### src/rtl/imem_boot_loader.sv
// Boot loader that streams a framed byte image into the MIPS core's instruction
// memory and keeps the core in reset until a load completes with a good checksum.
module imem_boot_loader #(
   parameter int NMEM = 20,
   parameter int AW   = 32
) (
   input  logic          clk,
   input  logic          rst,
   input  logic [7:0]    in_data,
   input  logic          in_valid,
   output logic          in_ready,
   input  logic          start,
   output logic [AW-1:0] im_add,
   output logic [31:0]   im_data,
   output logic          im_en,
   output logic          im_rd_wr,
   output logic          cpu_hold,
   output logic          done,
   output logic          err
);

   localparam logic [2:0] S_HDR_HI = 3'd0;
   localparam logic [2:0] S_HDR_LO = 3'd1;
   localparam logic [2:0] S_DATA   = 3'd2;
   localparam logic [2:0] S_CSUM   = 3'd3;
   localparam logic [2:0] S_DONE   = 3'd4;
   localparam logic [2:0] S_ERROR  = 3'd5;

   logic [2:0]    state_q, state_d;
   logic [15:0]   count_q, count_d;
   logic [1:0]    bidx_q, bidx_d;
   logic [15:0]   widx_q, widx_d;
   logic [31:0]   asm_q, asm_d;
   logic [7:0]    csum_q, csum_d;
   logic          en_q, en_d;
   logic [AW-1:0] add_q, add_d;
   logic [31:0]   wdata_q, wdata_d;
   logic          ready_q, ready_d;
   logic          hold_q, hold_d;
   logic          done_q, done_d;
   logic          err_q, err_d;

   logic          xfer;
   logic [15:0]   hdrCount;
   logic [31:0]   word;

   assign xfer     = in_valid & ready_q;
   assign hdrCount = {count_q[15:8], in_data};
   assign word     = {asm_q[23:0], in_data};

   // Next-state logic: at most one byte is consumed per edge, and the write
   // strobe is registered so it lands in the cycle after the word's last byte.
   always_comb begin
      state_d = state_q;
      count_d = count_q;
      bidx_d  = bidx_q;
      widx_d  = widx_q;
      asm_d   = asm_q;
      csum_d  = csum_q;
      en_d    = 1'b0;
      add_d   = add_q;
      wdata_d = wdata_q;

      case (state_q)
         S_HDR_HI: begin
            if (xfer) begin
               count_d = {in_data, 8'h00};
               csum_d  = csum_q ^ in_data;
               state_d = S_HDR_LO;
            end
         end
         S_HDR_LO: begin
            if (xfer) begin
               count_d = hdrCount;
               csum_d  = csum_q ^ in_data;
               if (hdrCount > 16'(NMEM)) begin
                  state_d = S_ERROR;
               end else if (hdrCount == 16'd0) begin
                  state_d = S_CSUM;
               end else begin
                  state_d = S_DATA;
               end
            end
         end
         S_DATA: begin
            if (xfer) begin
               csum_d = csum_q ^ in_data;
               asm_d  = word;
               bidx_d = bidx_q + 2'd1;
               if (bidx_q == 2'd3) begin
                  en_d    = 1'b1;
                  add_d   = AW'({widx_q, 2'b00});
                  wdata_d = word;
                  widx_d  = widx_q + 16'd1;
                  if ((widx_q + 16'd1) == count_q) begin
                     state_d = S_CSUM;
                  end
               end
            end
         end
         S_CSUM: begin
            if (xfer) begin
               state_d = (in_data == csum_q) ? S_DONE : S_ERROR;
            end
         end
         S_DONE, S_ERROR: begin
            if (start) begin
               state_d = S_HDR_HI;
               count_d = 16'd0;
               bidx_d  = 2'd0;
               widx_d  = 16'd0;
               asm_d   = 32'd0;
               csum_d  = 8'd0;
            end
         end
         default: begin
            state_d = S_HDR_HI;
         end
      endcase
   end

   // Status outputs are decoded from the next state so they flip on the same
   // edge as the state itself, i.e. one cycle after the deciding transfer.
   always_comb begin
      ready_d = (state_d == S_HDR_HI) || (state_d == S_HDR_LO) ||
                (state_d == S_DATA)   || (state_d == S_CSUM);
      hold_d  = (state_d != S_DONE);
      done_d  = (state_d == S_DONE);
      err_d   = (state_d == S_ERROR);
   end

   always_ff @(posedge clk or negedge rst) begin
      if (!rst) begin
         state_q <= S_HDR_HI;
         count_q <= 16'd0;
         bidx_q  <= 2'd0;
         widx_q  <= 16'd0;
         asm_q   <= 32'd0;
         csum_q  <= 8'd0;
         en_q    <= 1'b0;
         add_q   <= '0;
         wdata_q <= 32'd0;
         ready_q <= 1'b1;
         hold_q  <= 1'b1;
         done_q  <= 1'b0;
         err_q   <= 1'b0;
      end else begin
         state_q <= state_d;
         count_q <= count_d;
         bidx_q  <= bidx_d;
         widx_q  <= widx_d;
         asm_q   <= asm_d;
         csum_q  <= csum_d;
         en_q    <= en_d;
         add_q   <= add_d;
         wdata_q <= wdata_d;
         ready_q <= ready_d;
         hold_q  <= hold_d;
         done_q  <= done_d;
         err_q   <= err_d;
      end
   end

   assign in_ready = ready_q;
   assign im_add   = add_q;
   assign im_data  = wdata_q;
   assign im_en    = en_q;
   assign im_rd_wr = en_q;
   assign cpu_hold = hold_q;
   assign done     = done_q;
   assign err      = err_q;

endmodule
### config.mk
export PLATFORM = sky130hd
export DESIGN_NAME = imem_boot_loader
export DESIGN_NICKNAME = d
export VERILOG_FILES = /design/src/rtl/imem_boot_loader.sv
export SDC_FILE = /design/constraint.sdc
export NUM_CORES = 1
export LEC_CHECK = 0
export ABC_AREA = 1
export CAP_MARGIN = 40
export CORE_MARGIN = 10
export CORE_UTILIZATION = 55
export DETAILED_ROUTE_END_ITERATION = 8
export PLACE_DENSITY_LB_ADDON = 0.3
export SYNTH_ARGS = -nofsm -noshare
export SYNTH_HDL_FRONTEND = slang
export SYNTH_SLANG_ARGS = --single-unit
### constraint.sdc
create_clock -name clk -period 1.9 [get_ports clk]
set_input_delay 0.38 -clock clk [delete_from_list [all_inputs] [get_ports clk]]
set_output_delay 0.38 -clock clk [all_outputs]
set_load 0.01 [all_outputs]
**Yosys cells after proc, flatten, opt, wreduce, memory -nomap -nowiden**

Index checks and enable logic that the tools add are counted.

- Register bits after elaboration: 122
- Input bits: 12
- Logic and storage cells: 88
- Output and inout port bits: 70

- Bitwise gates (word level): 3
- Equal/unequal tests: 20
- Reductions and logical operators: 18
- $lt $le $gt $ge: 1
- Add/subtract/negate cells: 2
- Mux-type cells: 30

Operators with widths:

| kind | number |
|---|---|
| 16-bit two-way mux | 4 |
| 24-bit two-way mux | 2 |
| 16-bit case mux with 3 select lines | 1 |
| 24-bit case mux with 2 select lines | 1 |
| 16-bit case mux with 2 select lines | 1 |
| 3-bit two-way mux | 8 |
| 8-bit two-way mux | 3 |
| 16-bit by 1-bit adder with 16-bit output, second input constant | 1 |
| 16-bit equality test | 1 |
| 16-bit by 5-bit greater-than comparator with 1-bit output, second input constant | 1 |
| 16-bit zero test | 1 |
| 8-bit case mux with 2 select lines | 1 |
| 3-bit case mux with 5 select lines | 1 |
| 3-bit by 2-bit equality test with 1-bit output, second input constant | 4 |
| 3-bit equality test, second input constant | 4 |
| 4-bit AND reduction | 3 |
| 2-bit inequality test, second input constant | 5 |
| 3-bit AND reduction | 3 |
| 8-bit equality test | 1 |
| 8-bit bitwise XOR | 1 |
| 3-bit by 1-bit equality test with 1-bit output, second input constant | 2 |
| 3-bit zero test | 2 |
| 2-bit nonzero test | 3 |
| 1-bit two-way mux | 5 |
| 12 further kinds | 15 |

**Longest topological paths before layout**

- Depth after elaboration: 10
- Mapped depth: 14
- Gate-level depth less buffers: 14

**Least setup slack after synthesis**

No wires, ideal clock.

- Kind: reg2reg
- From: register ready_q, in the netlist in_ready
- To: register csum_q[2]
- Clock period less this slack: 1.749 ns
- Required time: 1.775 ns
- Arrival: 1.625 ns
- Path buffers: 1
- Cell stages (with the launch flop): 7
- Setup slack: 0.151 ns
- Library setup time: 0.125 ns
- Path through: dfstp_2 > nand2_1 > inv_1 > nor2_1 > nor3_1 > buf_2 > mux2_2

- Longest elaborated chain between the ends: 3

RTL lines:

| element | RTL line | RTL |
|---|---|---|
| from (decl) | 38 | `logic ready_q, ready_d;` |
| from (signal assigned) | 157 | `ready_q <= ready_d;` |
| 1-bit bitwise AND | 47 | `assign xfer = in_valid & ready_q;` |
| 2-bit by 1-bit inequality test with 1-bit output (no line) | n/a |  |
| 3-bit AND reduction (no line) | n/a |  |
| to (signal assigned) | 153 | `csum_q <= csum_d;` |
| to (decl) | 34 | `logic [7:0] csum_q, csum_d;` |

Every way passes these cells.
A chain may end at the register's enable or synchronous reset.

**Worst setup path after layout**

- From: register wdata_q[1], in the netlist im_data[1]
- To: output port im_data[1]

RTL lines:

| element | RTL line | RTL |
|---|---|---|
| from (decl) | 37 | `logic [31:0] wdata_q, wdata_d;` |
| from (signal assigned) | 156 | `wdata_q <= wdata_d;` |
| to (decl) | 14 | `output logic [31:0] im_data,` |

No word-level cell between the ends.

==> flow_summary.yaml <==
setup_path:
  worst-path-buf-inv: 1
  rr_worst_depth: 12
  setup.worst_path.class: "reg2out"
  reg2reg_from: "widx_q[6]$_DFFE_PN0P_"
  critical_path.top_delay_family: "buffers and inverters"
  startpoint: "im_data[1]$_DFFE_PN0P_"
  required_ns: 1.52
  crit_end: "im_data[1]"
  path_cells: "clkdlybuf4s50_1"
  crit_path_top_delay_cell: "clkdlybuf4s50_1"
  cp_data_arrival_time_ns: 1.49
  r2r_end: "done$_DFF_PN0_"
  r2r_setup_slack_ns: 0.04
  end_kind: "output pin"
  critPathLaunchType: "flip-flop"
  max_stage_delay_ns: 0.56
  worst-path-stages: 1
  critPathMaxFanout: 2
die:
  initial_core_util: 0.561
  row_count: 37
  die_x_um: 122
  num_io_pins: 82
  die_h_um: 122
  die_area_mm2: 0.0149
  design.core.area_mm2: 0.0102
clock_tree:
  cts_tree: "done"
  max-clock-path-buffers: 2
  clock_sinks: 122
  clock_latency_ns: 0.53
  numCtsBuffers: 17
  clk_pin_slew_worst_paths_ns: 0.06
  root_buffer: "clkbuf_8"
  htreeDepth: 4
global_route:
  grt-ovfl-total: 0
  grtUsageTotal: 0.211
  antenna_found_initial: 0
  grt_pass1_wl_um: 25200
  grt_pass1_vias: 5148
  grt_max_degree: 75
timing:
  hold_violations: 0
  rsz0062_at_grt: "yes"
  setup_viol: 0
  fin_crit_ns: 1.87
  slew_violations: 0
  finalCritPeriodShare: 0.983
  finalClockSkew_ns: 0.00961
  clock.fmax_mhz: 536
  tns_ns: 0
  worst_slack_ns: 0.0328
placed_design:
  dp_cells: 905
  globalplace.congestion: 0.958
  numPortBuffers: 65
  dp_slack_ns: -0.254
  dp_hpwl_um: 10600
logic_synthesis:
  ys_warn_count: 0
  synth-seq-area-share: 0.532
  ys_ff_latch: 122
  syn_area_per_cell_um2: 8.53
  yosysUniqueCellTypes: 36
  synthCells: 673
  netlist_area_mm2: 0.00574
detailed_routing:
  vias_per_cell: 5.49
  post-route-drc-count: 0
  wire_per_inst_um: 16.5
  drt_wl_total_um: 15600
  drtAntennaViolNets: 0
  drt_iter0_drc: 580
  via_count: 5175
  dr.pass1.iters: 7
cells_and_area:
  antenna_cells: 0
  layout-drive-gt1-share: 0.177
  utilization: 0.744
  stdcell_count: 943
  syn_to_final_growth_pct: 32.6
  nNetsFinal: 808
power:
  power.density_mw_per_mm2: 1300
  ir_drop_uv: 725
  power_leakage_nw: 3.48
flow_run:
  maxCapViolations: 0
outcome:
  status: "finished clean"
worst_hold_path:
  hold_class: "in2async"
## how the worst min path moves through the flow
| stage | from | end | slack, ns | depth (start not counted) |
|---|---|---|---|---|
| after CTS | rst | im_data[4]$_DFFE_PN0P_ | 0.39 | 3 |
| after floorplan | rst | asm_q[0]$_DFFE_PN0P_ | 0.08 | 0 |
| after detailed placement | rst | im_data[4]$_DFFE_PN0P_ | 0.40 | 2 |
| after global placement | rst | im_add[13]$_DFFE_PN0P_ | 0.39 | 2 |
| after global routing | rst | im_data[4]$_DFFE_PN0P_ | 0.41 | 3 |
| final | rst | im_data[4]$_DFFE_PN0P_ | 0.37 | 3 |
## synth_stat cells, drive strengths merged
master,count,share of area
mux2,5,0.0098
dfstp,2,0.0092
inv,82,0.054
ha,2,0.0044
nand3,84,0.073
clkinv,1,0.00065
o22ai,2,0.0022
o221ai,1,0.0015
dfrtp,120,0.52
o41ai,1,0.0015
o21bai,1,0.0013
conb,1,0.00065
nand2,131,0.086
clkbuf,14,0.0092
buf,30,0.037
nor2,47,0.032
o21ai,105,0.092
nor3,5,0.0063
xor2,6,0.0092
xnor3,1,0.0039
a21oi,7,0.0087
o311ai,1,0.0015
xnor2,7,0.011
nand4,16,0.017
a2111oi,1,0.0048
## routing by layer
layer | routed length [um] | vias to the layer above | global-route usage | share of wire
met3 | 1340 | 41 | 0.0629 | 0.086
met2 | 7590 | 225 | 0.332 | 0.49
met1 | 6230 | 2505 | 0.261 | 0.40
met5 | 0 | - | 0 | 0
met4 | 401 | 0 | 0.0979 | 0.026
li1 | - | 2404 | - | -
## placed cells by master (no fill, tap or decap), types with 4 or more instances in the layout
cell,instances
a21oi_1,5
buf_12,5
buf_4,56
buf_6,5
clkbuf_16,16
clkdlybuf4s50_1,61
conb_1,16
dfrtp_1,117
inv_1,75
inv_2,6
inv_6,7
mux2_2,5
nand2_1,122
nand2_2,9
nand3_1,78
nand3_2,5
nand4_1,16
nor2_1,39
nor2_2,5
nor3_1,4
o21ai_0,97
o21ai_1,7
xnor2_1,7
xor2_1,6
## what timing repair did
item	CTS	global route
endpoints found under the setup margin	5	38
resized for setup	3	39
hold buffers	1	0
hold endpoints to repair	120	0
cloned	0	0
pin swaps	2	15
setup buffers	0	5
## where the power goes
| part | leakage, nW | internal (mW) | switching [mW] |
|---|---|---|---|
| clock network | 0.278 | 1.89 | 1.25 |
| registers | 1.64 | 3.22 | 0.447 |
| logic | 1.56 | 1.19 | 1.91 |
| total | 3.48 | 6.31 | 3.61 |
## worst register-to-register path, delay by kind of cell (launching register included)
family	cells	cell delay, ns
and+or+nand+nor	10	1.16
DFF	1	0.42
buffers and inverters	2	0.18
## cell families (layout without fill, tap and decap cells)
group,count (synthesis),in the layout,share of synthesized area
xor gates and xnor gates,14,14,0.0238
muxes,5,5,0.00981
adders and majority gates,2,2,0.00436
DFF,122,122,0.532
buffers and inverters,127,246,0.100
and+or+nand+nor,283,283,0.215
other,1,16,0.000653
AOI/OAI and AO/OA,119,119,0.114
## registers in the layout, summed over array words and instances (netlist names)
register	count
widx_q	16
state_q	3
asm_q	24
csum_q	8
err	1
bidx_q	2
im_en	1
count_q	16
im_add	16
cpu_hold	1
done	1
in_ready	1
im_data	32
## final cells by class
class | instances | area [um2]
well taps | 136 | 170
clock inverters | 14 | 159
repair buffers | 131 | 1230
flip-flops and latches | 122 | 3060
inverters | 83 | 314
fillers | 717 | 2620
clock buffers | 18 | 418
multi-input cells | 439 | 2260
## through the flow
stage / hold slack [ns] / area [um2] / power [mW]
after floorplan: 0.0844 / 5800 / 5.52
after global placement: 0.393 / 6870 / 6.40
after detailed placement: 0.397 / 6870 / 6.55
after CTS: 0.392 / 7450 / 9.74
after global routing: 0.407 / 7610 / 10.5
final: 0.372 / 7610 / 9.92
Note: power is estimated with default switching activity, not from simulation.
